===== src/rtl/fetch_pkg.sv =====
// rtl/fetch_pkg.sv - shared constants and helpers for the instruction fetch buffer
package fetch_pkg;

    localparam int ILEN      = 32;
    localparam int INS_BYTES = 4;
    localparam int REG_W     = 5;

    localparam int RS1_LSB = 15;
    localparam int RS2_LSB = 20;
    localparam int RD_LSB  = 7;

    function automatic logic [REG_W-1:0] reg_field(input logic [ILEN-1:0] ins, input int lsb);
        logic [ILEN-1:0] shifted;
        shifted = ins >> lsb;
        return shifted[REG_W-1:0];
    endfunction

endpackage


===== src/rtl/inst_fetch_buffer_if.sv =====
// rtl/inst_fetch_buffer_if.sv - memory, redirect and decode handshakes of the fetch buffer
interface inst_fetch_buffer_if #(
    parameter int XLEN = 32
);
    import fetch_pkg::*;

    logic              req_valid;
    logic              req_ready;
    logic [XLEN-1:0]   req_addr;
    logic              rsp_valid;
    logic [ILEN-1:0]   rsp_ins;
    logic              redirect_valid;
    logic [XLEN-1:0]   redirect_pc;
    logic              out_valid;
    logic              out_ready;
    logic [XLEN-1:0]   out_pc;
    logic [XLEN-1:0]   out_next_pc;
    logic [ILEN-1:0]   out_ins;
    logic [REG_W-1:0]  out_rs1;
    logic [REG_W-1:0]  out_rs2;
    logic [REG_W-1:0]  out_rd;

    modport master (
        output req_valid, req_addr,
        input  req_ready, rsp_valid, rsp_ins,
        input  redirect_valid, redirect_pc,
        output out_valid, out_pc, out_next_pc, out_ins, out_rs1, out_rs2, out_rd,
        input  out_ready
    );

    modport slave (
        input  req_valid, req_addr,
        output req_ready, rsp_valid, rsp_ins,
        output redirect_valid, redirect_pc,
        input  out_valid, out_pc, out_next_pc, out_ins, out_rs1, out_rs2, out_rd,
        output out_ready
    );

endinterface


===== src/rtl/inst_fetch_buffer_sync_fifo.sv =====
// rtl/inst_fetch_buffer_sync_fifo.sv - power-of-two FIFO with synchronous clear and occupancy count
module sync_fifo #(
    parameter int WIDTH = 8,
    parameter int DEPTH = 4
) (
    input  logic                     clk,
    input  logic                     rst_n,
    input  logic                     clr_i,
    input  logic                     push_i,
    input  logic [WIDTH-1:0]         push_data_i,
    input  logic                     pop_i,
    output logic [WIDTH-1:0]         head_o,
    output logic                     empty_o,
    output logic                     full_o,
    output logic [$clog2(DEPTH):0]   count_o
);

    localparam int AW = $clog2(DEPTH);
    localparam int CW = AW + 1;

    logic [WIDTH-1:0] mem_q [DEPTH];
    logic [AW-1:0]    wr_ptr_q, wr_ptr_d;
    logic [AW-1:0]    rd_ptr_q, rd_ptr_d;
    logic [CW-1:0]    count_q, count_d;
    logic             do_push, do_pop;

    assign empty_o = (count_q == '0);
    assign full_o  = (count_q == CW'(DEPTH));
    assign do_pop  = pop_i && !empty_o;
    // A full FIFO still accepts a push when the head leaves in the same cycle.
    assign do_push = push_i && (!full_o || do_pop);

    always_comb begin
        wr_ptr_d = wr_ptr_q;
        rd_ptr_d = rd_ptr_q;
        count_d  = count_q;
        if (clr_i) begin
            wr_ptr_d = '0;
            rd_ptr_d = '0;
            count_d  = '0;
        end else begin
            if (do_push) wr_ptr_d = wr_ptr_q + AW'(1);
            if (do_pop)  rd_ptr_d = rd_ptr_q + AW'(1);
            count_d = count_q + CW'(do_push) - CW'(do_pop);
        end
    end

    always_ff @(posedge clk or negedge rst_n) begin
        if (!rst_n) begin
            wr_ptr_q <= '0;
            rd_ptr_q <= '0;
            count_q  <= '0;
        end else begin
            wr_ptr_q <= wr_ptr_d;
            rd_ptr_q <= rd_ptr_d;
            count_q  <= count_d;
        end
    end

    always_ff @(posedge clk) begin
        if (do_push && !clr_i) mem_q[wr_ptr_q] <= push_data_i;
    end

    assign head_o  = mem_q[rd_ptr_q];
    assign count_o = count_q;

endmodule


===== src/rtl/inst_fetch_buffer.sv =====
// rtl/inst_fetch_buffer.sv - credit-limited in-order fetch front end with redirect flush
module inst_fetch_buffer
    import fetch_pkg::*;
#(
    parameter int              XLEN     = 32,
    parameter int              DEPTH    = 4,
    parameter logic [XLEN-1:0] RESET_PC = '0
) (
    input  logic                clk,
    input  logic                rst_n,
    inst_fetch_buffer_if.master bus
);

    localparam int CW = $clog2(DEPTH) + 1;

    typedef struct packed {
        logic [XLEN-1:0] pc;
        logic [XLEN-1:0] next_pc;
        logic [ILEN-1:0] ins;
    } fetch_entry_t;

    localparam int ENTRY_W = $bits(fetch_entry_t);

    logic [XLEN-1:0]    pc_q, pc_d;
    logic [CW-1:0]      o_q, o_d;
    logic [CW-1:0]      d_q, d_d;
    logic [CW-1:0]      q_count, tag_count;
    logic               q_empty, q_full, tag_empty, tag_full;
    logic [ENTRY_W-1:0] q_head_raw;
    logic [XLEN-1:0]    tag_head;
    fetch_entry_t       push_entry, head;
    logic [CW:0]        in_use;
    logic               issue, keep, drop, pop;
    logic               unused_status;

    // Queue slots plus outstanding requests never exceed DEPTH, so a response always has a slot.
    assign in_use        = {1'b0, q_count} + {1'b0, o_q};
    assign bus.req_valid = rst_n && !bus.redirect_valid && (in_use < (CW+1)'(DEPTH));
    assign bus.req_addr  = pc_q;

    assign issue = bus.req_valid && bus.req_ready;
    assign drop  = bus.rsp_valid && (d_q != '0);
    assign keep  = bus.rsp_valid && (d_q == '0) && !bus.redirect_valid;

    assign bus.out_valid = !q_empty && !bus.redirect_valid;
    assign pop           = bus.out_valid && bus.out_ready;

    always_comb begin
        push_entry.pc      = tag_head;
        push_entry.next_pc = tag_head + XLEN'(INS_BYTES);
        push_entry.ins     = bus.rsp_ins;
    end

    always_comb begin
        pc_d = pc_q;
        o_d  = o_q + CW'(issue) - CW'(bus.rsp_valid);
        d_d  = d_q;
        if (bus.redirect_valid) begin
            // Everything still in flight after this cycle belongs to the old path.
            pc_d = bus.redirect_pc;
            d_d  = o_q - CW'(bus.rsp_valid);
        end else begin
            if (issue) pc_d = pc_q + XLEN'(INS_BYTES);
            if (drop)  d_d  = d_q - CW'(1);
        end
    end

    always_ff @(posedge clk or negedge rst_n) begin
        if (!rst_n) begin
            pc_q <= RESET_PC;
            o_q  <= '0;
            d_q  <= '0;
        end else begin
            pc_q <= pc_d;
            o_q  <= o_d;
            d_q  <= d_d;
        end
    end

    sync_fifo #(
        .WIDTH (XLEN),
        .DEPTH (DEPTH)
    ) u_tag_fifo (
        .clk         (clk),
        .rst_n       (rst_n),
        .clr_i       (bus.redirect_valid),
        .push_i      (issue),
        .push_data_i (pc_q),
        .pop_i       (keep),
        .head_o      (tag_head),
        .empty_o     (tag_empty),
        .full_o      (tag_full),
        .count_o     (tag_count)
    );

    sync_fifo #(
        .WIDTH (ENTRY_W),
        .DEPTH (DEPTH)
    ) u_entry_fifo (
        .clk         (clk),
        .rst_n       (rst_n),
        .clr_i       (bus.redirect_valid),
        .push_i      (keep),
        .push_data_i (push_entry),
        .pop_i       (pop),
        .head_o      (q_head_raw),
        .empty_o     (q_empty),
        .full_o      (q_full),
        .count_o     (q_count)
    );

    assign unused_status = ^{tag_count, tag_empty, tag_full, q_full};

    assign head            = fetch_entry_t'(q_head_raw);
    assign bus.out_pc      = head.pc;
    assign bus.out_next_pc = head.next_pc;
    assign bus.out_ins     = head.ins;
    assign bus.out_rs1     = reg_field(head.ins, RS1_LSB);
    assign bus.out_rs2     = reg_field(head.ins, RS2_LSB);
    assign bus.out_rd      = reg_field(head.ins, RD_LSB);

endmodule

===== src/flat_wrapper.sv =====
// flat-port wrapper written by rule: the top's interface ports become plain ports
module inst_fetch_buffer_flat import fetch_pkg::*;
#(
    parameter int              XLEN     = 32,
    parameter int              DEPTH    = 4,
    parameter logic [XLEN-1:0] RESET_PC = '0
)
  (clk, rst_n, bus_req_valid, bus_req_addr, bus_req_ready, bus_rsp_valid, bus_rsp_ins, bus_redirect_valid, bus_redirect_pc, bus_out_valid, bus_out_pc, bus_out_next_pc, bus_out_ins, bus_out_rs1, bus_out_rs2, bus_out_rd, bus_out_ready);
  inst_fetch_buffer_if #(.XLEN(XLEN)) bus_i ();
  input  logic clk;
  input  logic rst_n;
  output wire logic [$bits(bus_i.req_valid)-1:0] bus_req_valid;
  output wire logic [$bits(bus_i.req_addr)-1:0] bus_req_addr;
  input wire logic [$bits(bus_i.req_ready)-1:0] bus_req_ready;
  input wire logic [$bits(bus_i.rsp_valid)-1:0] bus_rsp_valid;
  input wire logic [$bits(bus_i.rsp_ins)-1:0] bus_rsp_ins;
  input wire logic [$bits(bus_i.redirect_valid)-1:0] bus_redirect_valid;
  input wire logic [$bits(bus_i.redirect_pc)-1:0] bus_redirect_pc;
  output wire logic [$bits(bus_i.out_valid)-1:0] bus_out_valid;
  output wire logic [$bits(bus_i.out_pc)-1:0] bus_out_pc;
  output wire logic [$bits(bus_i.out_next_pc)-1:0] bus_out_next_pc;
  output wire logic [$bits(bus_i.out_ins)-1:0] bus_out_ins;
  output wire logic [$bits(bus_i.out_rs1)-1:0] bus_out_rs1;
  output wire logic [$bits(bus_i.out_rs2)-1:0] bus_out_rs2;
  output wire logic [$bits(bus_i.out_rd)-1:0] bus_out_rd;
  input wire logic [$bits(bus_i.out_ready)-1:0] bus_out_ready;
  assign bus_req_valid = bus_i.req_valid;
  assign bus_req_addr = bus_i.req_addr;
  assign bus_i.req_ready = bus_req_ready;
  assign bus_i.rsp_valid = bus_rsp_valid;
  assign bus_i.rsp_ins = bus_rsp_ins;
  assign bus_i.redirect_valid = bus_redirect_valid;
  assign bus_i.redirect_pc = bus_redirect_pc;
  assign bus_out_valid = bus_i.out_valid;
  assign bus_out_pc = bus_i.out_pc;
  assign bus_out_next_pc = bus_i.out_next_pc;
  assign bus_out_ins = bus_i.out_ins;
  assign bus_out_rs1 = bus_i.out_rs1;
  assign bus_out_rs2 = bus_i.out_rs2;
  assign bus_out_rd = bus_i.out_rd;
  assign bus_i.out_ready = bus_out_ready;
  inst_fetch_buffer #(.XLEN(XLEN), .DEPTH(DEPTH), .RESET_PC(RESET_PC)) u_core (.clk(clk), .rst_n(rst_n), .bus(bus_i));
endmodule

===== config.mk =====
export PLATFORM = sky130hd
export DESIGN_NAME = inst_fetch_buffer_flat
export DESIGN_NICKNAME = d
export VERILOG_FILES = /design/src/rtl/fetch_pkg.sv /design/src/rtl/inst_fetch_buffer_if.sv /design/src/rtl/inst_fetch_buffer_sync_fifo.sv /design/src/rtl/inst_fetch_buffer.sv /design/src/flat_wrapper.sv
export SDC_FILE = /design/constraint.sdc
export NUM_CORES = 1
export LEC_CHECK = 0
export ABC_CLOCK_PERIOD_IN_PS = 8200
export CAP_MARGIN = 20
export CORE_ASPECT_RATIO = 0.7
export CORE_MARGIN = 1.5
export CORE_UTILIZATION = 30
export DETAILED_ROUTE_END_ITERATION = 10
export SLEW_MARGIN = 20
export SYNTH_ARGS = -nofsm -noshare
export SYNTH_HDL_FRONTEND = slang
export SYNTH_SLANG_ARGS = --single-unit

===== constraint.sdc =====
create_clock -name clk -period 8.2 [get_ports clk]
set_clock_uncertainty 0.2 [all_clocks]
set_input_delay 1.64 -clock clk [delete_from_list [all_inputs] [get_ports clk]]
set_output_delay 1.64 -clock clk [all_outputs]
set_load 0.02 [all_outputs]

==> run_results.csv <==
group,metric,value,unit
status,status,"complete, no violations",
min_path,whs_endpoint,"u_core.u_entry_fifo.wr_ptr_q[0]",
sta,setup-tns-final,0,ns
synthesis,ys_types,53,
sta,rsz0062_at_grt,"false",
synthesis,synth-edff-count,504,
min_path,hold_depth,1,
global_route,grt_usage,13.2,%
clock_tree,insertion_delay,0.58,ns
power_and_ir_drop,power.share.combinational,21.7,%
clock_tree,cts_setup_buffers,0,
synthesis,synthAdderAreaFrac,1.40,%
setup_path,cp-end-kind,"output pin",
synthesis,synth_top_family_by_area,"multiplexers",
min_path,hold_class,"reg -> reg",
synthesis,synth_compound_area_share,2.48,%
sta,period_needed,5.36,ns
sta,timing.final.setup_violations,0,
floorplanning,die_area,0.0755,mm²
power_and_ir_drop,clkPwrFrac,32.4,%
clock_tree,numClockSinks,556,
cells_and_area,area_growth,22.0,%
min_path,hp-start,"u_core.u_entry_fifo.wr_ptr_q[0]",
clock_tree,cts-root-buf,"clkbuf_16",
cells_and_area,nets,1428,
sta,drv_slew,0,
route,initialDrtViolationCount,1017,
synthesis,synth_area,0.0221,mm²
setup_path,reg2reg_setup_slack,4.38,ns
clock_tree,hold_buffers,0,
synthesis,synth_xor_xnor_area_share,1.66,%
synthesis,synth-simple-area-share,4.74,%
global_route,grt_max_degree,65,
global_route,grt_pass1_vias,11600,
clock_tree,tritoncts,"done",
synthesis,ys.flop_type,"edfxtp_1",
route,firstDrtPassIters,5,
setup_path,cpPeakStageDelay,0.60,ns
setup_path,critPathKind,"in -> out",
setup_path,reg2reg_to,"u_core.u_entry_fifo.mem_q[0][60]",
placement,portBuffers,214,
route,wl_per_cell,21.1,µm
setup_path,cp.required,6.36,ns
floorplanning,io_pins,215,
cells_and_area,insertedDiodeCount,0,
route,vias,11300,
synthesis,synth_fp_nets,1208,
power_and_ir_drop,p_sw,2.03,mW
synthesis,synth_top_area_share,68.4,%
synthesis,synth_seq_area_share,74.2,%
clock_tree,clk_pin_slew_worst_paths,0.06,ns
synthesis,synthCells,1115,
global_route,grt_pass1_wl,74700,µm
clock_tree,clockBufferDepth,3,
cells_and_area,final_layout_size_suffix_gt1_share,18.1,%
power_and_ir_drop,p_leak,8.59,nW
clock_tree,cts-buffers-inserted,51,
power_and_ir_drop,pwr_density_cell,279,mW/mm²
power_and_ir_drop,p_int,5.50,mW
sta,maxSlewHeadroom,28.1,%
sta,worstMarginPinSlew,1.08,ns
route,wirelength,49600,µm
power_and_ir_drop,p_total,7.54,mW
sta,hold_viol,0,
setup_path,cpMaxStageDelayCell,"clkdlybuf4s50_1",
floorplanning,die_h,230,µm
clock_tree,cts_max_level,2,
setup_path,worst_path_dominant_cell_family,"buffers and inverters",
floorplanning,core_area,0.0732,mm²
route,drc,0,
power_and_ir_drop,p_sw_share,27.0,%
power_and_ir_drop,p_seq_share,45.9,%
setup_path,r2r_cells,8,
synthesis,avgSynthCellArea,19.9,µm²
synthesis,ys_ff_latch,556,
placement,hpwl,31000,µm
cells_and_area,nFillCells,6717,
floorplanning,initial_utilization,30.2,%
run,cap_violations,0,
setup_path,cp-start-kind,"input port",
setup_path,r2r_start,"u_core.u_tag_fifo.rd_ptr_q[0]",
placement,place_congestion,0.762,
synthesis,synthArstFlopShare,9.35,%
synthesis,ys_warn_count,0,
synthesis,yosysTopAreaCell,"edfxtp_1",
floorplanning,num_rows,83,
setup_path,critical_path_buf_inv_count,3,
synthesis,synth.mux.area_fraction,13.3,%
setup_path,path_max_fanout,53,
global_route,antenna_found_initial,0,
route,antenna_left,0,
setup_path,crit_arrival,3.52,ns
floorplanning,dieWidth,328,µm
clock_tree,cts_resized,0,
setup_path,path_cells,"buf_2 > buf_4 > nor4b_1 > and3_1 > clkdlybuf4s50_1",
synthesis,netlist_top_cells_area,"edfxtp_1 68%, mux4_2 12%, dfrtp_1 5.9%, ha_1 1.1%, xor2_1 0.99%",
global_route,globalRouteOverflowTotal,0,
route,vias_per_cell,4.81,
sta,fin_crit_sh,65.3,%
power_and_ir_drop,ir_worst_vdd,0.154,mV
sta,fmax,187,MHz
worst max-delay path by stage:
| stage | start | endpoint | cells past startpoint |
|---|---|---|---|
| floorplan | bus_redirect_valid | u_core.u_entry_fifo.mem_q[0][0] | 3 |
| global placement | rst_n | bus_req_valid | 5 |
| detailed placement | rst_n | bus_req_valid | 5 |
| CTS | u_core.u_entry_fifo.rd_ptr_q[0] | bus_out_pc[12] | 3 |
| global route | u_core.u_entry_fifo.rd_ptr_q[0] | bus_out_pc[12] | 3 |
| finish | rst_n | bus_req_valid | 5 |
stage by stage:
step	hold slack (ns)	setup WS, ns	utilization (%)	area [µm²]	instances
floorplan	0.303	2.97	-	22100	1115
global placement	0.320	2.74	34.5	25300	2259
detailed placement	0.360	2.76	34.5	25300	2259
CTS	0.375	2.70	36.9	27000	2350
global route	0.391	2.59	36.9	27000	2350
finish	0.363	2.84	36.9	27000	2350
cells in the final DEF, fill, tap and decap left out, types with 10 or more instances in the layout:
master,Yosys,final
and2_1,17,13
and3_1,10,10
buf_4,22,20
clkbuf_16,0,53
clkdlybuf4s50_1,0,212
dfrtp_1,52,49
edfxtp_1,504,504
ha_1,20,20
inv_1,27,27
mux4_2,120,120
nand2_1,51,51
nand3_1,23,23
nand4_1,13,13
nor2_1,25,24
nor3_1,17,17
o21ai_0,26,26
o311ai_0,13,13
xnor2_1,17,17
xor2_1,25,25
layer usage:
layer	share of wire [%]	vias up	global-route usage (%)
met3	5.2	68	2.36
met1	47	5905	19.2
met5	0	-	0
met4	1.9	0	3.24
met2	46	381	20.4
li1	-	4949	-
final cells by class:
type	instances	area (µm²)	area share [%]
inverters	27	101	0.375
clock inverters	26	302	1.12
flip-flops and latches	556	16400	60.9
multi-input cells	465	5230	19.4
clock buffers	65	1430	5.30
well taps	977	1220	4.52
repair buffers	234	2280	8.45
flip-flops by register name, indices dropped and copies added, names as in the netlist:
name / flops
u_core.bus.req_addr: 32
u_core.d_q: 3
u_core.o_q: 3
u_core.u_entry_fifo.count_o: 3
u_core.u_entry_fifo.mem_q: 376
u_core.u_entry_fifo.rd_ptr_q: 2
u_core.u_entry_fifo.wr_ptr_q: 2
u_core.u_tag_fifo.count_o: 3
u_core.u_tag_fifo.mem_q: 128
u_core.u_tag_fifo.rd_ptr_q: 2
u_core.u_tag_fifo.wr_ptr_q: 2
synth_stat cells (2+ instances only):
library cell  number
nand4_4            3
buf_4             22
and4_4             2
nand3_1           23
o31ai_1            3
xor2_1            25
xnor2_1           17
a21oi_1            4
clkbuf_1          32
buf_1              3
fa_1               3
edfxtp_1         504
mux2_2             3
a32oi_1            2
nor4_2             5
a31oi_1            4
mux4_2           120
ha_1              20
a21o_1             4
buf_6              3
nor3_1            17
a221o_1            7
mux4_1             5
nor3b_1            2
nand2b_1           4
o211ai_1           7
nor2b_1            3
nor4b_1            2
nand4_1           13
inv_1             27
o311ai_0          13
dfrtp_1           52
nor2_1            25
a41oi_1            6
mux2i_1            5
and4_1             3
nand2_1           51
o21ai_0           26
buf_2              6
and3_1            10
and2_1            17
power by group through the flow:
stage | combinational (mW) | clock, mW | sequential, mW
final | 1.63 | 2.44 | 3.46
after global routing | 1.76 | 2.61 | 3.49
after CTS | 1.68 | 2.51 | 3.47
after detailed placement | 1.67 | 0 | 3.53
after global placement | 1.67 | 0 | 3.52
after floorplan | 1.03 | 0 | 3.44
cells by family (layout without fill, tap and decap cells):
logic type	Yosys count	in the layout
DFF	556	556
and+or+nand+nor	188	188
muxes	134	134
buffers and inverters	94	352
AOI/OAI and AO/OA	78	78
xor gates and xnor gates	42	42
adders and majority gates	23	23
Power figures use the tool's default switching activity.
